===== config.mk =====
export PLATFORM = sky130hd
export DESIGN_NAME = sel_scan_arbiter
export DESIGN_NICKNAME = d
export VERILOG_FILES = /design/src/rtl/sel_scan_pkg.sv /design/src/rtl/sel_scan_arbiter_rr_pick4.sv /design/src/rtl/sel_scan_arbiter.sv
export SDC_FILE = /design/constraint.sdc
export NUM_CORES = 1
export LEC_CHECK = 0
export BUFFER_PORTS_ARGS = -buffer_cell sky130_fd_sc_hd__buf_2
export CORE_UTILIZATION = 45
export DETAILED_ROUTE_END_ITERATION = 10
export PLACE_DENSITY = 0.77
export SYNTH_ARGS = -nofsm -noshare
export SYNTH_HDL_FRONTEND = slang
export SYNTH_SLANG_ARGS = --single-unit

===== constraint.sdc =====
create_clock -name clk -period 2.3 [get_ports clk]
set_input_delay 0.115 -clock clk [delete_from_list [all_inputs] [get_ports clk]]
set_output_delay 0.115 -clock clk [all_outputs]
set_load 0.02 [all_outputs]

===== src/rtl/sel_scan_pkg.sv =====
// sel_scan_pkg: shared definitions for the round-robin mux-select arbiter.
//   NCH     - number of request channels (4)
//   SEL_W   - width of the mux select / channel index (2)
//   state_e - arbiter FSM states (IDLE, HOLD)
//   pick_t  - result of a round-robin search (found flag + winning index)
//   rr_pick - round-robin search starting one past the last granted channel
package sel_scan_pkg;

    localparam int NCH   = 4;
    localparam int SEL_W = 2;

    typedef enum logic [0:0] {
        IDLE = 1'b0,
        HOLD = 1'b1
    } state_e;

    typedef struct packed {
        logic             found;
        logic [SEL_W-1:0] idx;
    } pick_t;

    // Scan last+1, last+2, last+3, last (mod 4); the first asserted request wins.
    // The previous owner is checked last, so it only wins again when it is the
    // sole requester.
    function automatic pick_t rr_pick(input logic [NCH-1:0] req,
                                      input logic [SEL_W-1:0] last);
        pick_t            res;
        logic [SEL_W-1:0] cand;
        res.found = 1'b0;
        res.idx   = 2'b00;
        for (int k = 1; k <= NCH; k++) begin
            cand = last + SEL_W'(k);
            if (!res.found && req[cand]) begin
                res.found = 1'b1;
                res.idx   = cand;
            end else begin
                res.found = res.found;
            end
        end
        return res;
    endfunction

endpackage


===== src/rtl/sel_scan_arbiter_rr_pick4.sv =====
// rr_pick4: purely combinational rotate/priority-encode for the arbiter.
// Ports:
//   req   in  4  channel requests
//   last  in  2  most recently granted channel (search starts at last+1)
//   found out 1  at least one request asserted
//   idx   out 2  winning channel index (2'b00 when nothing found)
module rr_pick4
    import sel_scan_pkg::*;
(
    input  logic [NCH-1:0]   req,
    input  logic [SEL_W-1:0] last,
    output logic             found,
    output logic [SEL_W-1:0] idx
);

    pick_t pick_s;

    // Evaluate the round-robin search for the current request vector.
    always_comb begin
        pick_s = rr_pick(req, last);
    end

    assign found = pick_s.found;
    assign idx   = pick_s.idx;

endmodule


===== src/rtl/sel_scan_arbiter.sv =====
// sel_scan_arbiter: round-robin select generator for a 4:1 vector mux.
// Grants one requesting channel at a time, holding it for DWELL cycles unless
// the owner drops its request early, and drives the mux select.
// Parameters:
//   DWELL  cycles each grant is held (1..255)
//   CW     dwell counter width (DWELL <= 2^CW-1)
// Ports:
//   clk       in  1  rising-edge clock
//   rst       in  1  synchronous active-high reset
//   req       in  4  per-channel request
//   s         out 2  registered mux select (index of granted channel)
//   grant     out 4  registered one-hot grant, zero when idle
//   busy      out 1  high while a grant is held
//   switch_p  out 1  one-cycle pulse on each cycle a new grant takes effect
// Configuration macro:
//   SEL_SCAN_PARK_EN  when defined, s stays on the last granted channel in
//                     IDLE; otherwise s returns to 2'b00 on entering IDLE.
module sel_scan_arbiter
    import sel_scan_pkg::*;
#(
    parameter int DWELL = 4,
    parameter int CW    = 8
) (
    input  logic             clk,
    input  logic             rst,
    input  logic [NCH-1:0]   req,
    output logic [SEL_W-1:0] s,
    output logic [NCH-1:0]   grant,
    output logic             busy,
    output logic             switch_p
);

    localparam logic [CW-1:0] DWELL_LOAD = CW'(DWELL - 1);

    state_e           state_r;
    logic [SEL_W-1:0] last_r;
    logic [CW-1:0]    cnt_r;
    logic             pick_found_s;
    logic [SEL_W-1:0] pick_idx_s;
    logic             hold_end_s;

    rr_pick4 u_pick (
        .req   (req),
        .last  (last_r),
        .found (pick_found_s),
        .idx   (pick_idx_s)
    );

    // A held grant ends when its dwell expires or its owner releases early.
    always_comb begin
        hold_end_s = (cnt_r == {CW{1'b0}}) || !req[s];
    end

    // Arbiter FSM, dwell counter and all registered outputs.
    always_ff @(posedge clk) begin
        if (rst) begin
            state_r  <= IDLE;
            last_r   <= 2'b11;
            cnt_r    <= {CW{1'b0}};
            s        <= 2'b00;
            grant    <= 4'b0000;
            busy     <= 1'b0;
            switch_p <= 1'b0;
        end else begin
            switch_p <= 1'b0;
            case (state_r)
                IDLE, HOLD: begin
                    if (state_r == HOLD && !hold_end_s) begin
                        cnt_r <= cnt_r - {{(CW-1){1'b0}}, 1'b1};
                    end else if (pick_found_s) begin
                        // New grant (or re-grant of a sole requester).
                        state_r  <= HOLD;
                        last_r   <= pick_idx_s;
                        cnt_r    <= DWELL_LOAD;
                        s        <= pick_idx_s;
                        grant    <= 4'b0001 << pick_idx_s;
                        busy     <= 1'b1;
                        switch_p <= 1'b1;
                    end else begin
                        state_r <= IDLE;
                        cnt_r   <= {CW{1'b0}};
                        grant   <= 4'b0000;
                        busy    <= 1'b0;
`ifdef SEL_SCAN_PARK_EN
                        // s already equals last_r after any grant; keep routing it.
                        s       <= s;
`else
                        s       <= 2'b00;
`endif
                    end
                end
                default: begin
                    state_r <= IDLE;
                    cnt_r   <= {CW{1'b0}};
                    s       <= 2'b00;
                    grant   <= 4'b0000;
                    busy    <= 1'b0;
                end
            endcase
        end
    end

endmodule


==> metrics.cfg, run 1 <==
[clocking]
post_cts_buffers=0
insertion_delay_ns=0.30
cts_hold_buf=0
clkTransAtPathRegs_ns=0.11
numCtsBuffers=3
cts-resized-gates=0
htreeDepth=1
cts_buffer_depth=2
cts_tree=done
cts.sinks=18
clock-root-buffer=clkbuf_4

[worst_setup_path]
worstPathArrival_ns=2.30
cp-start-kind=flop
crit_family=simple AND/OR/NAND/NOR gates
ff2ff_setup_slack_ns=0.21
cp-end-kind=flop
crit-reg2reg-launch=cnt_r[4]
criticalPathCategory=flop to flop
crit_chain=or4_4 -> or4b_4 -> a21o_1 -> a221o_1
cp_slowest_stage_delay_ns=0.55
critical_path_buf_inv_count=0
worst_path_max_delay_cell=or4_4
crit_start=cnt_r[4]
crit_fanout=4
critical_path_required_ns=2.51

[floorplanning]
die_area_um2=2040
start_util=0.481
die_w_um=45.2
die_h_um=45.2
rows=15
coreArea_um2=1750
io_pins=14

[route]
postRouteAntennaNets=0
route.detailed.drc=0
routed_wl_um=1670
via_count=719
drt-initial-drc-count=19
wl_per_cell_um=12.7
first_pass_iters=4
routed_via_density=5.49

[synth]
syn_area_um2=840
yosysWarnings=0
yosysUniqueCellTypes=33
avgSynthCellArea_um2=9.23
ys_seq_elements=18
yosys-top-cells-area=dfxtp_1 43%, xnor2_1 4.2%, mux2i_1 3.6%, nor3_1 3.6%, inv_1 3.1%
syn_inst=91
synth_seq_area_share=0.429
synth_top_cell_by_area=dfxtp_1
synth_nets=99
synth_top_area_frac=0.429

[run]
maxCapViolCount=0

[timing]
fmax_ghz=0.478
rsz0062_at_grt=false
final_hold_viol_count=0
tightestPinTransition_ns=0.496
post-route-min-period_ns=2.09
final.period_utilization=0.909
drv_slew=0
setup_tns_ns=0
fin_worst_skew_ns=0.00560
setup_viol=0
max-slew-margin-rel=0.665

[hold_path]
min_path_type=primary input to flop
holdCritStartpoint=rst

[layout]
diodes=0
syn_to_final_growth_pct=14.8
nNetsFinal=115
layout_common_cells=18 x dfxtp_1, 13 x buf_2, 7 x inv_1
mostFrequentLayoutCell=dfxtp_1
layout-drive-gt1-share=0.189
fin_cells=131
fillCellCount=154

[power_and_ir_drop]
vdd_drop_max_v=0.000455
p_leak_nw=0.412
p_per_area_nw_per_um2=795

[grt]
antenna_found_initial=0
track_usage=0.185
grt_pass1_wl_um=2620
grt-ovfl-total=0
grt_max_degree=16
grt_pass1_vias=627

[place]
place.gp.congestion=0.839
dp_hpwl_um=1270
placedCellCount=127
portBuffers=13

[run_status]
outcome=complete, no violations

[metal layers]
layer,wire [µm],vias up,global-route usage,part of all wire
met5,0,-,0,0
met4,46,0,0.145,0.028
met3,79,5,0.0240,0.047
met2,753,19,0.290,0.45
met1,788,333,0.229,0.47
li1,-,362,-,-
[logic make-up (layout without fill, tap and decap cells)]
family,Yosys count,in the layout,share of synthesized area
buf+inv,9,24,0.0417
fa+ha+maj,2,2,0.0298
mux,3,3,0.0358
simple gates,31,31,0.215
xor+xnor,5,5,0.0522
flops,18,18,0.429
compound gates,23,23,0.197
[through the flow]
| stage | power (mW) | hold slack [ns] | setup WS, ns | instance area [µm²] | utilization |
|---|---|---|---|---|---|
| global route | 0.805 | 0.166 | 0.0725 | 963 | 0.552 |
| CTS | 0.767 | 0.156 | 0.209 | 963 | 0.552 |
| floorplan | 0.517 | 0.237 | 0.270 | 840 | - |
| global placement | 0.562 | 0.462 | 0.248 | 927 | 0.531 |
| finish | 0.766 | 0.153 | 0.210 | 963 | 0.552 |
| detailed placement | 0.568 | 0.462 | 0.222 | 927 | 0.531 |
[worst register-to-register path, delay by kind of cell (launching register included)]
family | cells | cell delay (ns)
compound gates | 2 | 0.55
flops | 1 | 0.34
simple gates | 2 | 1.10
[where the power goes]
part	total (mW)	switching, mW	internal [mW]
clock	0.204	0.107	0.0967
sequential	0.369	0.0272	0.342
combinational	0.193	0.110	0.0829
[final cells by class]
| type | instances | area [µm²] | share of cell area |
|---|---|---|---|
| Timing Repair Buffer | 13 | 65.1 | 0.0675 |
| Tap cell | 25 | 31.3 | 0.0325 |
| Inverter | 7 | 26.3 | 0.0273 |
| Multi-Input combinational cell | 64 | 444 | 0.461 |
| Clock buffer | 4 | 36.3 | 0.0377 |
| Sequential cell | 18 | 360 | 0.374 |
[sequential cells by signal, summed over array words and instances (netlist names)]
| signal | cells |
|---|---|
| switch_p | 1 |
| cnt_r | 8 |
| last_r | 2 |
| state_r | 1 |
| grant | 4 |
| s | 2 |
[Yosys cell counts (all sizes together)]
library cell / n
dfxtp: 18
inv: 7
nor3: 6
a21oi: 5
nor2: 5
nand2: 4
xnor2: 4
a21o: 3
mux2i: 3
nand2b: 3
nor2b: 3
a211oi: 2
a221o: 2
a32o: 2
ha: 2
nor4: 2
o21ai: 2
o22ai: 2
o32ai: 2
or4: 2
a31oi: 1
buf: 1
clkbuf: 1
nand3: 1
nand3b: 1
nor4b: 1
o22a: 1
o31ai: 1
or2: 1
or3: 1
or4b: 1
xor2: 1
[path summary, 6_finish.rpt]
check               to  cells past startpoint
max          last_r[1]                      4
min               s[1]                      2
max reg2reg  last_r[1]                      4
min reg2reg   grant[2]                      2
Power figures use the tool's default switching activity.
==> run 2, diff against run 1 <==
--- a/config.mk
+++ b/config.mk
@@ -8,7 +8,7 @@
 export BUFFER_PORTS_ARGS = -buffer_cell sky130_fd_sc_hd__buf_2
 export CORE_UTILIZATION = 45
 export DETAILED_ROUTE_END_ITERATION = 10
-export PLACE_DENSITY = 0.77
+export PLACE_DENSITY = 0.73
 export SYNTH_ARGS = -nofsm -noshare
 export SYNTH_HDL_FRONTEND = slang
 export SYNTH_SLANG_ARGS = --single-unit
==> metrics.cfg, run 2 (same netlist as run 1, synthesis figures left out) <==
[timing]
drv_slew=0  ; unchanged
tightestPinTransition_ns=0.449  ; -0.0471 ns
fmax_ghz=0.480  ; +0.22%
setup_tns_ns=0  ; unchanged
rsz0062_at_grt=false
max-slew-margin-rel=0.698  ; +0.0333
fin_worst_skew_ns=0.00541  ; -0.000184 ns
post-route-min-period_ns=2.09  ; -0.00464 ns
final.period_utilization=0.907  ; -0.00202
final_hold_viol_count=0  ; unchanged
setup_viol=0  ; unchanged

[layout]
fin_cells=132  ; +0.76%
syn_to_final_growth_pct=15.6
largest_register=cnt_r
layout-drive-gt1-share=0.196  ; +0.00758
top_regs=cnt_r: 8 flops, grant: 4 flops
fillCellCount=160  ; +3.9%
largest_reg_flops=8  ; unchanged
layout_common_cells=18 x dfxtp_1, 13 x buf_2, 7 x inv_1
diodes=0  ; unchanged
mostFrequentLayoutCell=dfxtp_1
nNetsFinal=116  ; +0.87%

[clocking]
insertion_delay_ns=0.30  ; about the same
cts_hold_buf=0  ; unchanged
htreeDepth=1  ; unchanged
cts.sinks=18  ; unchanged
numCtsBuffers=3  ; unchanged
cts_buffer_depth=2  ; unchanged
clkTransAtPathRegs_ns=0.11  ; about the same
post_cts_buffers=0  ; unchanged
clock-root-buffer=clkbuf_4
cts-resized-gates=0  ; unchanged
cts_tree=done

[place]
dp_hpwl_um=1260  ; -0.64%
place.gp.congestion=0.723  ; -14%
placedCellCount=128  ; +0.79%
portBuffers=13  ; unchanged

[worst_setup_path]
crit_fanout=4  ; unchanged
cp-start-kind=flop
crit_chain=or4_4 -> or4b_4 -> a21o_1 -> a221o_1
worstPathArrival_ns=2.29  ; about the same
criticalPathCategory=flop to flop
critical_path_required_ns=2.50  ; about the same
crit_family=simple AND/OR/NAND/NOR gates
critical_path_buf_inv_count=0  ; unchanged
cp_slowest_stage_delay_ns=0.55  ; about the same
worst_path_max_delay_cell=or4_4
cp-end-kind=flop

[floorplanning]
start_util=0.481  ; unchanged
die_area_um2=2040  ; unchanged
io_pins=14  ; unchanged
die_w_um=45.2  ; unchanged
coreArea_um2=1750  ; unchanged
rows=15  ; unchanged
die_h_um=45.2  ; unchanged

[grt]
grt-ovfl-total=0  ; unchanged
antenna_found_initial=0  ; unchanged
track_usage=0.203  ; +0.0170
grt_pass1_wl_um=2880  ; +10%
grt_pass1_vias=674  ; +7.5%
grt_max_degree=16  ; unchanged

[route]
drt-initial-drc-count=12  ; -7
route.detailed.drc=0  ; unchanged
postRouteAntennaNets=0  ; unchanged
first_pass_iters=4  ; unchanged
via_count=723  ; +0.56%
wl_per_cell_um=12.7  ; -0.52%
routed_wl_um=1670  ; +0.24%
routed_via_density=5.48  ; -0.21%

[power_and_ir_drop]
p_leak_nw=0.417  ; +1.2%
p_per_area_nw_per_um2=786  ; -1.2%
vdd_drop_max_v=0.000461  ; +1.5%

[hold_path]
min_path_type=primary input to flop

[run_status]
outcome=complete, no violations

[run]
maxCapViolCount=0  ; unchanged

## run 2: path summary, 6_finish.rpt
path,from,endpoint,slack [ns],depth (start not counted)
setup / recovery,cnt_r[4],last_r[1],0.21,4
hold / removal,rst,s[1],0.16,2
setup reg to reg,cnt_r[4],last_r[1],0.21,4
hold reg to reg,grant[2],grant[2],0.49,2
## run 2: final cells by class
class / instances / area [µm²] / share of cell area
sequential: 18 / 360 / 0.371
clock buffer: 4 / 36.3 / 0.0374
timing repair buffer: 14 / 72.6 / 0.0747
inverter: 7 / 26.3 / 0.0271
multi-input combinational: 64 / 444 / 0.457
tap: 25 / 31.3 / 0.0322
## run 2: stage by stage
stage	total power, mW	cell area, µm²	worst slack [ns]	util	hold WS [ns]
6_report	0.763	971	0.215	0.556	0.158
5_1_grt	0.807	971	0.134	0.556	0.183
4_1_cts	0.768	971	0.206	0.556	0.153
3_5_place_dp	0.571	935	0.220	0.535	0.466
3_3_place_gp	0.566	935	0.245	0.535	0.461
2_1_floorplan	0.517	840	0.270	-	0.237
## run 2: power by group
part           total, mW  leakage [nW]  internal (mW)  switching (mW)
Sequential         0.369         0.148          0.342          0.0270
Combinational      0.195         0.248         0.0858           0.109
Clock              0.199        0.0210         0.0967           0.102
## run 2: routing by layer
layer,part of all wire,up-vias,global-route usage
li1,-,366,-
met1,0.48,340,0.245
met2,0.45,12,0.322
met3,0.030,5,0.0360
met4,0.031,0,0.145
met5,0,-,0
==> run 3, diff against run 2 <==
==> constraint.sdc (replaced) <==
create_clock -name clk -period 2.1 [get_ports clk]
set_input_delay 0.105 -clock clk [delete_from_list [all_inputs] [get_ports clk]]
set_output_delay 0.105 -clock clk [all_outputs]
set_load 0.02 [all_outputs]
==> metrics.cfg, run 3 (same netlist as run 1, synthesis figures left out) <==
[timing]
drv_slew=0  ; unchanged
final_hold_viol_count=0  ; unchanged
setup_viol=0  ; unchanged
post-route-min-period_ns=2.06  ; -0.0292 ns
max-slew-margin-rel=0.707  ; +0.00875
final.period_utilization=0.979  ; +0.0724
fmax_ghz=0.486  ; +1.4%
rsz0062_at_grt=false
hold_slack_ns=0.164  ; +0.00548 ns
setup_tns_ns=0  ; unchanged
fin_worst_skew_ns=0.000761  ; -0.00465 ns
tightestPinTransition_ns=0.436  ; -0.0130 ns

[clocking]
cts_hold_buf=0  ; unchanged
clkTransAtPathRegs_ns=0.10  ; about the same
insertion_delay_ns=0.29  ; about the same
htreeDepth=1  ; unchanged
cts.sinks=18  ; unchanged
cts_buffer_depth=2  ; unchanged
clock-root-buffer=clkbuf_4
cts_tree=done
numCtsBuffers=3  ; unchanged

[route]
routed_via_density=5.56  ; +1.5%
drt-initial-drc-count=15  ; +3
routed_wl_um=1730  ; +3.7%
postRouteAntennaNets=0  ; unchanged
first_pass_iters=4  ; unchanged
wl_per_cell_um=12.6  ; -0.80%
via_count=767  ; +6.1%
route.detailed.drc=0  ; unchanged

[layout]
largest_reg_flops=8  ; unchanged
layout-drive-gt1-share=0.257  ; +0.0604
fillCellCount=162  ; +1.3%
final-seq-area_um2=363  ; +0.69%
nNetsFinal=122  ; +5.2%
fin_cells=138  ; +4.5%
largest_register=cnt_r
top_regs=cnt_r: 8 flops, grant: 4 flops
diodes=0  ; unchanged
multiInputGateArea_um2=444  ; unchanged
mostFrequentLayoutCell=dfxtp_1
layout_common_cells=16 x dfxtp_1, 13 x buf_2, 7 x inv_1, 7 x buf_4, 6 x nor3_1
syn_to_final_growth_pct=21.3

[place]
place.gp.congestion=0.748  ; +3.5%
portBuffers=13  ; unchanged
placedCellCount=131  ; +2.3%
dp_hpwl_um=1300  ; +3.6%

[floorplanning]
io_pins=14  ; unchanged
start_util=0.481  ; unchanged
die_area_um2=2040  ; unchanged
die_h_um=45.2  ; unchanged
die_w_um=45.2  ; unchanged
coreArea_um2=1750  ; unchanged
rows=15  ; unchanged

[worst_setup_path]
crit_fanout=3  ; -1
crit_chain=or4_4 -> or4b_4 -> a21o_1 -> a221o_1
worst_path_max_delay_cell=or4_4
cp-end-kind=flop
worstPathArrival_ns=2.25  ; -0.04 ns
cp_slowest_stage_delay_ns=0.54  ; about the same
critical_path_buf_inv_count=0  ; unchanged
critical_path_required_ns=2.29  ; -0.21 ns
crit_family=simple AND/OR/NAND/NOR gates
cp-start-kind=flop
criticalPathCategory=flop to flop

[power_and_ir_drop]
vdd_drop_max_v=0.000592  ; +28%
p_leak_nw=0.447  ; +7.3%
p_total_mw=0.855  ; +12%
p_per_area_nw_per_um2=839  ; +6.8%

[run_status]
outcome=complete, no violations

[grt]
grt-ovfl-total=0  ; unchanged
grt_max_degree=16  ; unchanged
antenna_found_initial=0  ; unchanged
grt_pass1_wl_um=2770  ; -4.1%
track_usage=0.190  ; -0.0127
grt_pass1_vias=621  ; -7.9%

[hold_path]
min_path_type=primary input to flop

[run]
maxCapViolCount=0  ; unchanged

-- run 3: per-stage QoR --
step | util | area (µm²) | setup slack (ns)
after floorplan | - | 840 | 0.0699
after global routing | 0.584 | 1020 | 0.00666
after detailed placement | 0.548 | 957 | 0.0159
after CTS | 0.574 | 1000 | 0.0183
after global placement | 0.548 | 957 | 0.0420
final | 0.584 | 1020 | 0.0438
-- run 3: cell type report --
cell class / count / area share
multi-input cells: 64 / 0.436
clock buffers: 4 / 0.0356
repair buffers: 20 / 0.115
inverters: 7 / 0.0258
well taps: 25 / 0.0307
flip-flops and latches: 18 / 0.356
-- run 3: where the power goes --
group | switching [mW] | internal, mW | total [mW]
sequential | 0.0297 | 0.375 | 0.405
clock | 0.110 | 0.106 | 0.216
combinational | 0.126 | 0.109 | 0.235
-- run 3: routing by layer --
metal	track usage	wire length, µm	vias up
met2	0.290	804	16
met4	0.0909	32	0
met3	0.0360	63	5
li1	-	-	378
met5	0	0	-
met1	0.257	833	368
-- run 3: repair_timing --
action,in CTS,in global routing
hold endpoints to repair,0,0
gates cloned,0,0
pin swaps,2,2
endpoints found under the setup margin,2,4
setup buffers,1,2
resized for setup,1,1
-- run 3: path summary, 6_finish.rpt --
path / cells past startpoint / endpoint / slack (ns) / start
worst max-delay path: 4 / last_r[0] / 0.04 / cnt_r[5]
worst min register to register: 2 / grant[3] / 0.48 / grant[3]
worst max register to register: 4 / last_r[0] / 0.04 / cnt_r[5]
worst min-delay path: 2 / s[1] / 0.16 / rst
